--- src/rtl/sat_acc_pkg.sv ---
// Shared types and constants for the saturating accumulator.
// Holds the FSM state encoding, the counter width helper and the
// saturation limits expressed as functions of the data width.
package sat_acc_pkg;

  typedef enum logic [1:0] {
    IDLE = 2'd0,
    ACC  = 2'd1,
    HOLD = 2'd2
  } acc_state_e;

  // Width of a counter that can hold the values 0..maxlen inclusive.
  function automatic int calc_cntw(input int maxlen);
    return $clog2(maxlen + 1);
  endfunction

  // Largest positive value of a w-bit two's-complement number (low w bits valid).
  function automatic logic [63:0] sat_max(input int w);
    return (64'd1 << (w - 1)) - 64'd1;
  endfunction

  // Most negative value of a w-bit two's-complement number, sign-extended to 64 bits.
  function automatic logic [63:0] sat_min(input int w);
    return ~64'd0 << (w - 1);
  endfunction

endpackage

--- src/rtl/sat_accumulator_adder.sv ---
// Saturating two's-complement adder used for each accumulation step.
// Overflow is detected when both operands share a sign and the wrapped
// sum has the opposite sign; the result is then clamped to the limit
// in the direction of the operands.
// The overflow output exists only when SAT_ACC_STICKY_OVF_EN is defined.
module adder
  import sat_acc_pkg::*;
#(
  parameter int DATAW = 32
) (
  input  logic [DATAW-1:0] a,
`ifdef SAT_ACC_STICKY_OVF_EN
  output logic             ovf,
`endif
  input  logic [DATAW-1:0] b,
  output logic [DATAW-1:0] sum
);

  localparam logic [DATAW-1:0] SMAX = DATAW'(sat_max(DATAW));
  localparam logic [DATAW-1:0] SMIN = DATAW'(sat_min(DATAW));

  logic [DATAW-1:0] raw;
  logic             ovf_int;

  // Wrapped add, overflow detect and clamp.
  always_comb begin
    raw     = a + b;
    ovf_int = (a[DATAW-1] == b[DATAW-1]) && (raw[DATAW-1] != a[DATAW-1]);
    sum     = raw;
    if (ovf_int) begin
      sum = a[DATAW-1] ? SMIN : SMAX;
    end
  end

`ifdef SAT_ACC_STICKY_OVF_EN
  assign ovf = ovf_int;
`endif

endmodule

--- src/rtl/sat_accumulator.sv ---
// Sequential saturating accumulator: sums len signed beats from a
// valid/ready stream with per-step saturation and presents one
// registered result per run on a valid/ready output.
// Optional feature macro: SAT_ACC_STICKY_OVF_EN adds the sat_o port
// carrying a sticky "some step of this run saturated" flag.
module sat_accumulator
  import sat_acc_pkg::*;
#(
  parameter  int DATAW  = 32,
  parameter  int MAXLEN = 256,
  localparam int CNTW   = calc_cntw(MAXLEN)
) (
  input  logic             clk_i,
  input  logic             rst_ni,
  input  logic             clear_i,
  input  logic [CNTW-1:0]  len_i,
  input  logic             in_valid_i,
  output logic             in_ready_o,
  input  logic [DATAW-1:0] in_data_i,
  output logic             out_valid_o,
  input  logic             out_ready_i,
  output logic [DATAW-1:0] out_data_o,
`ifdef SAT_ACC_STICKY_OVF_EN
  output logic             sat_o,
`endif
  output logic             busy_o
);

  localparam logic [CNTW-1:0] MAXLEN_C = CNTW'(MAXLEN);
  localparam logic [CNTW-1:0] ONE_C    = CNTW'(1);

  acc_state_e       state_reg;
  logic [DATAW-1:0] acc_reg;
  logic [CNTW-1:0]  cnt_reg;
  logic [CNTW-1:0]  len_reg;
  logic [DATAW-1:0] out_data_reg;
  logic             out_valid_reg;

  logic             beat_fire;
  logic             run_start;
  logic [CNTW-1:0]  len_eff;
  logic             step_last;
  logic [DATAW-1:0] step_value;
  logic [DATAW-1:0] add_sum;

`ifdef SAT_ACC_STICKY_OVF_EN
  logic             add_ovf;
  logic             sticky_reg;
  logic             sat_reg;
`endif

  // A held result only blocks input while downstream is not taking it.
  assign in_ready_o  = (state_reg != HOLD) | out_ready_i;
  assign beat_fire   = in_valid_i & in_ready_o;
  // Any beat accepted outside ACC is the first beat of a new run.
  assign run_start   = (state_reg != ACC);
  assign out_valid_o = out_valid_reg;
  assign out_data_o  = out_data_reg;
  assign busy_o      = (state_reg == ACC);

  adder #(
    .DATAW(DATAW)
  ) u_adder (
    .a   (acc_reg),
`ifdef SAT_ACC_STICKY_OVF_EN
    .ovf (add_ovf),
`endif
    .b   (in_data_i),
    .sum (add_sum)
  );

  // Effective run length, last-beat detect and value produced by this beat.
  always_comb begin
    len_eff = len_i;
    if (len_i == '0) begin
      len_eff = ONE_C;
    end else if (len_i > MAXLEN_C) begin
      len_eff = MAXLEN_C;
    end
    if (run_start) begin
      step_last  = (len_eff == ONE_C);
      step_value = in_data_i;
    end else begin
      step_last  = (cnt_reg == (len_reg - ONE_C));
      step_value = add_sum;
    end
  end

  // FSM, accumulator, beat counter and registered result.
  always_ff @(posedge clk_i or negedge rst_ni) begin
    if (!rst_ni) begin
      state_reg     <= IDLE;
      acc_reg       <= '0;
      cnt_reg       <= '0;
      len_reg       <= '0;
      out_data_reg  <= '0;
      out_valid_reg <= 1'b0;
    end else if (clear_i) begin
      state_reg     <= IDLE;
      acc_reg       <= '0;
      cnt_reg       <= '0;
      len_reg       <= '0;
      out_data_reg  <= '0;
      out_valid_reg <= 1'b0;
    end else begin
      if ((state_reg == HOLD) && out_ready_i) begin
        state_reg     <= IDLE;
        out_valid_reg <= 1'b0;
      end
      if (beat_fire) begin
        acc_reg <= step_value;
        if (run_start) begin
          len_reg <= len_eff;
        end
        if (step_last) begin
          state_reg     <= HOLD;
          out_valid_reg <= 1'b1;
          out_data_reg  <= step_value;
          cnt_reg       <= '0;
        end else begin
          state_reg <= ACC;
          cnt_reg   <= run_start ? ONE_C : (cnt_reg + ONE_C);
        end
      end
    end
  end

`ifdef SAT_ACC_STICKY_OVF_EN
  // Sticky saturation flag for the running sum, published with the result.
  always_ff @(posedge clk_i or negedge rst_ni) begin
    if (!rst_ni) begin
      sticky_reg <= 1'b0;
      sat_reg    <= 1'b0;
    end else if (clear_i) begin
      sticky_reg <= 1'b0;
      sat_reg    <= 1'b0;
    end else if (beat_fire) begin
      if (run_start) begin
        sticky_reg <= 1'b0;
        sat_reg    <= 1'b0;
      end else if (step_last) begin
        sticky_reg <= 1'b0;
        sat_reg    <= sticky_reg | add_ovf;
      end else begin
        sticky_reg <= sticky_reg | add_ovf;
      end
    end
  end

  assign sat_o = sat_reg;
`endif

endmodule

--- config.mk ---
export PLATFORM = sky130hd
export DESIGN_NAME = sat_accumulator
export DESIGN_NICKNAME = d
export VERILOG_FILES = /design/src/rtl/sat_acc_pkg.sv /design/src/rtl/sat_accumulator_adder.sv /design/src/rtl/sat_accumulator.sv
export SDC_FILE = /design/constraint.sdc
export NUM_CORES = 1
export LEC_CHECK = 0
export ABC_AREA = 1
export CAP_MARGIN = 40
export CORE_AREA = 4 4 124 126
export CTS_CLUSTER_DIAMETER = 200
export DETAILED_ROUTE_END_ITERATION = 6
export DIE_AREA = 0 0 128 130
export MAX_ROUTING_LAYER = met4
export PLACE_DENSITY = 0.71
export SLEW_MARGIN = 20
export SYNTH_ARGS = -nofsm -noshare
export SYNTH_HDL_FRONTEND = slang
export SYNTH_SLANG_ARGS = --single-unit
--- constraint.sdc ---
create_clock -name clk_i -period 2.28 [get_ports clk_i]
set_input_delay 0.57 -clock clk_i [delete_from_list [all_inputs] [get_ports clk_i]]
set_output_delay 0.57 -clock clk_i [all_outputs]
set_load 0.05 [all_outputs]
Word-level counts from Yosys, hierarchy flattened
Index checks and enable logic that the tools add are counted.
{ "classes": {"n_addsub": 3, "order_cmp": 1, "eq_ne": 8, "n_mux": 26, "bitwise": 2, "n_reduce_logical": 9} }
{ "op_table": {"columns": ["operator", "n"], "rows": [
  ["$mux W32", 8],
  ["$mux W9", 9],
  ["$add A32 B32 Y32", 1],
  ["$add A9 B1 Y9 const B", 1],
  ["$eq A9 B1 Y1 const B", 1],
  ["$eq A9 B9 Y1", 1],
  ["$gt A9 B9 Y1 const B", 1],
  ["$logic_not A9 Y1", 1],
  ["$sub A9 B1 Y9 const B", 1],
  ["$mux W2", 4],
  ["$reduce_bool A2 Y1", 3],
  ["$mux W1", 5],
  ["$reduce_and A2 Y1", 2],
  ["$reduce_bool A3 Y1", 1],
  ["$eq A2 B1 Y1 const B", 1],
  ["$eq A2 B2 Y1 const B", 1],
  ["$logic_and A1 B1 Y1", 2],
  ["$ne A2 B1 Y1 const B", 1],
  ["$ne A2 B2 Y1 const B", 1],
  ["$and A1 B1 Y1", 1],
  ["$eq A1 B1 Y1", 1],
  ["$ne A1 B1 Y1", 1],
  ["$or A1 B1 Y1", 1]
]} }
{ "totals": {"ff_bits": 85, "in_bits": 46, "out_inout_bits": 35, "elab_cells": 55} }

Longest topological paths before layout
Gate-level depths: netlist of the first run.
{ "logic_depth": {"depth_word": 8, "mapped_depth": 18, "ltp_nobuf": 17} }

By module
Synthesis of the first run repeated with hierarchy kept, for this count alone.
{ "unflattened": {"hier_cells": 1121, "area_unflattened_um2": 7196.9} }
{ "modules_own_cells": {"columns": ["module", "instances", "cells_each", "area_each_um2", "seq_area_each_um2"], "rows": [
  ["sat_accumulator", 1, 553, 4255.3, 2127.0],
  ["adder", 1, 568, 2941.6, 0.0]
]} }

Worst setup path after synthesis of the first run
No wires, ideal clock.
{ "synth_path": {"kind": "input-to-reg", "from": "input out_ready_i", "to": "register acc_reg[26]", "setup_time_ns": 0.118, "arrival_time_ns": 2.209, "required_ns": 2.162, "setup_slack_ns": -0.047, "stages": 9, "n_path_buf": 2, "path_cell_list": "nand3b_1 -> nand2_1 -> inv_1 -> nor2_2 -> inv_1 -> clkbuf_1 -> clkbuf_1 -> nand3_1 -> nand2_1"} }
{ "synth_via": {"elab_chain_len": 3} }
{ "synth_rtl": {"columns": ["element", "line_no", "text"], "rows": [
  ["start, declared", "sat_accumulator.sv:21", "input logic out_ready_i,"],
  ["$or A1 B1 Y1", "sat_accumulator.sv:53", "assign in_ready_o = (state_reg != HOLD) | out_ready_i;"],
  ["$and A1 B1 Y1", "sat_accumulator.sv:54", "assign beat_fire = in_valid_i & in_ready_o;"],
  ["$reduce_bool A2 Y1 (no source line)", null, null],
  ["end signal, assigned", "sat_accumulator.sv:111", "acc_reg <= step_value;"],
  ["end, declared", "sat_accumulator.sv:33", "logic [DATAW-1:0] acc_reg;"]
]} }
No other way between the ends.
A chain may end at the register's enable or synchronous reset.

Final worst setup path of the first run
{ "layout_path": {"from": "input in_data_i[18]", "to": "register acc_reg[14]"} }
{ "layout_via": {"elab_chain_len": 7} }
{ "layout_rtl": {"columns": ["element", "line_no", "text"], "rows": [
  ["start, declared", "sat_accumulator.sv:19", "input logic [DATAW-1:0] in_data_i,"],
  ["$add A32 B32 Y32", "sat_accumulator_adder.sv:27", "raw = a + b;"],
  ["$ne A1 B1 Y1", "sat_accumulator_adder.sv:28", "ovf_int = (a[DATAW-1] == b[DATAW-1]) && (raw[DATAW-1] != a[DATAW-1]);"],
  ["$logic_and A1 B1 Y1", "sat_accumulator_adder.sv:28", null],
  ["$mux W32", "sat_accumulator_adder.sv:30", "if (ovf_int) begin"],
  ["$mux W32", "sat_accumulator.sv:80", "if (run_start) begin"],
  ["$mux W32", "sat_accumulator.sv:110", "if (beat_fire) begin"],
  ["$mux W32", "sat_accumulator.sv:98", "end else if (clear_i) begin"]
]} }
No other way between the ends. The select of a mux whose other input is x is not followed.

==> impl_metrics.csv, run 1 <==
group,metric,value,unit
yosys,seq_area_frac_synth,0.302,
timing,rsz0062_at_grt,"true",
yosys,synth.distinct_cells,36,
pwr,leakage,5.38,nW
global_routing,antenna_found_initial,0,
floorplanning,dieArea,16600,um2
yosys,synthCells,1134,
routing,vias_per_cell,5.21,
worst_setup_path,cp_max_fo,8,
clock_tree,clock_latency,350,ps
yosys,muxShareOfSynthArea,0,
yosys,synth.net_count,1214,
clock_tree,clock_sinks,85,
timing,whs,67.3,ps
clock_tree,cts_made_buffers,9,
floorplanning,core,14300,um2
global_routing,grt_pass1_vias,7522,
placement,placed_area,9000,um2
global_routing,grt_max_degree,50,
worst_setup_path,reg2regPathDepth,17,
yosys,syn_area,7030,um2
worst_setup_path,critPathMaxStageDelay,300,ps
worst_setup_path,crit_chain,"clkdlybuf4s15_1, ha_4, nand2_2, nor2_2, inv_2, nor2_2, and2_4, nand2_4, nand2_8, nand2_8, buf_12, nand2_2, nand2_1, nand2_1, nand2_2, o21ai_2",
routing,drcViolationCount,0,
yosys,synth_xor_area_frac,0.0262,
floorplanning,num_rows,44,
clock_tree,ctsRootBufferMaster,"clkbuf_16",
placement,place_ws,-791,ps
timing,relSlewSlack,0.639,
routing,postRouteAntennaNets,0,
floorplanning,die_x,128,um
worst_setup_path,setup.worst_path.class,"in2reg",
yosys,synth-edff-count,0,
floorplanning,io_pins,81,
routing,drt-wirelength-per-cell,15.2,um
yosys,yosys.area.top_type,"dfrtp_1",
final_layout,synthToLayoutAreaGrowth,47.7,%
worst_setup_path,start_kind,"primary input",
timing,fin_ws,35.0,ps
final_layout,seq_area,2130,um2
yosys,syn_area_per_cell,6.20,um2
worst_setup_path,cp_common_cell,"nand2_2",
yosys,synthAdderAreaFrac,0.0616,
clock_tree,cts_tree,"built",
clock_tree,clkSlewWorstSetupHoldPaths,70,ps
routing,routed_wl,23600,um
timing,worst_clock_skew,9.62,ps
routing,vias,8097,
yosys,ys_ff_latch,85,
clock_tree,htreeDepth,3,
final_layout,diodes,0,
final_layout,layout_commonest_cell,"nand2_1",
run_status,status,"finished clean",
pwr,power,6.52,mW
worst_setup_path,endpoint_kind,"flop",
global_routing,grt_pass1_wl,36400,um
routing,dr.pass1.iters,6,
yosys,synthFlopType,"dfrtp_1",
yosys,async_flop_share,1.00,
final_layout,fin_nets,1444,
timing,finalHoldViolCount,0,
global_routing,overflow,0,
floorplanning,die_h,130,um
yosys,synth_top_area_frac,0.302,
worst_setup_path,rrSetupSlack,70,ps
clock_tree,cts_buffer_depth,2,
worst_setup_path,rr_startpoint,"acc_reg[26]",
yosys,synth_top_family_by_area,"simple AND/OR/NAND/NOR gates",
placement,place.gp.congestion,0.987,
final_layout,layout-drive-gt1-share,0.298,
placement,hpwlAfterDp,16300,um
yosys,synth-simple-area-share,0.422,
timing,layout_min_cycle_time,2250,ps
routing,drtIter0Drc,613,
worst_setup_path,cp_data_required_time,2550,ps
hold_path,hp-class,"in2async",
worst_setup_path,crit_path_top_delay_cell,"ha_4",
worst_setup_path,crit_arrival,2520,ps
pwr,powerDensity,628,nW/um2
run,maxCapViolCount,0,
timing,slew_violations,0,
final_layout,final_cell_mix,"404 x nand2_1, 151 x buf_4, 140 x inv_1",
placement,portBuffers,80,
final_layout,fin_area,10400,um2
yosys,ys_warn_count,0,
final_layout,multi_input_area,5030,um2
yosys,synth.area.top_cells,"dfrtp_1 30%, nand2_1 24%, inv_1 8.0%",
global_routing,grt_usage,0.279,
timing,max_freq,445,MHz
timing,min_period_over_period,0.985,
timing,setup_viol,0,
floorplanning,initial_core_util,0.491,
worst_setup_path,r2r-end,"acc_reg[14]",
pwr,ir_worst_vdd,362,uV
yosys,synth_compound_area_frac,0.0826,
timing,worst_slew_pin_slew,540,ps
final_layout,fillers,1200,
==> critical path: cells and delay by family <==
| kind | cells | cell delay, ps |
|---|---|---|
| compound gates | 1 | 130 |
| fa+ha+maj | 1 | 300 |
| buf+inv | 3 | 460 |
| simple gates | 11 | 1040 |
==> timing repair <==
item,4_1_cts,5_1_grt
setup endpoints to repair,64,68
pin swaps,41,64
resized for setup,111,155
hold buffers,0,0
gates cloned,1,6
buffers inserted,10,16
==> stage by stage <==
stage	TNS [ps]	util	instances
2_1_floorplan	0	-	1134
3_3_place_gp	-38620	0.628	1504
3_5_place_dp	-39490	0.628	1504
4_1_cts	0	0.684	1531
5_1_grt	-826	0.725	1553
6_report	0	0.725	1553
==> cell families after synthesis <==
family                   Yosys count
buffers and inverters            181
flip-flops                        85
AND/OR/NAND/NOR                  716
XOR/XNOR                          21
AO/OA/AOI/OAI                     97
adder cells (fa/ha/maj)           34
==> layout make-up <==
cell class,count,share of cell area
multi-input combinational,869,0.484
sequential,85,0.205
inverter,152,0.0557
timing repair buffer,247,0.205
clock buffer,11,0.0243
tap,184,0.0222
clock inverter,5,0.00398
==> cell usage after synthesis, types with 9 or more instances <==
cell and n:
nand2_1 458, inv_1 149, nor2_1 129, dfrtp_1 85
nand3_1 66, ha_1 33, o21ai_1 26, o21ai_0 20
a21oi_1 19, o21ai_2 16, nand2_2 14, nor2_2 14
xnor2_1 14, nand4_1 13, clkbuf_1 11, buf_2 9
==> layer usage <==
| layer | GRT usage | share of wire |
|---|---|---|
| met2 | 0.449 | 0.47 |
| met4 | 0.0880 | 0.030 |
| met5 | - | 0 |
| met3 | 0.0418 | 0.069 |
| met1 | 0.366 | 0.43 |
==> power by group <==
part           switching (mW)  internal [mW]
clock network           0.669          0.809
registers               0.145           1.67
logic                    1.84           1.38
==> worst max-delay path by stage <==
stage,startpoint,cells after the start,end,slack (ps)
final,in_data_i[18],16,acc_reg[14],30
after global routing,acc_reg[9],18,acc_reg[30],-70
after CTS,in_data_i[0],17,acc_reg[30],6
after detailed placement,in_data_i[0],15,out_data_o[28],-790
after global placement,in_data_i[0],15,out_data_o[28],-720
after floorplan,in_data_i[6],16,acc_reg[22],6
No activity file was read; power rests on OpenSTA's default activity.
==> inputs of run 2 (changes only) <==
--- a/config.mk
+++ b/config.mk
@@ -11,6 +11,7 @@
 export CTS_CLUSTER_DIAMETER = 200
 export DETAILED_ROUTE_END_ITERATION = 6
 export DIE_AREA = 0 0 128 130
+export GPL_TIMING_DRIVEN = 1
 export MAX_ROUTING_LAYER = met4
 export PLACE_DENSITY = 0.71
 export SLEW_MARGIN = 20
==> results of run 2 <==
The final DEF is identical to that of run 1; final timing and power are the same.
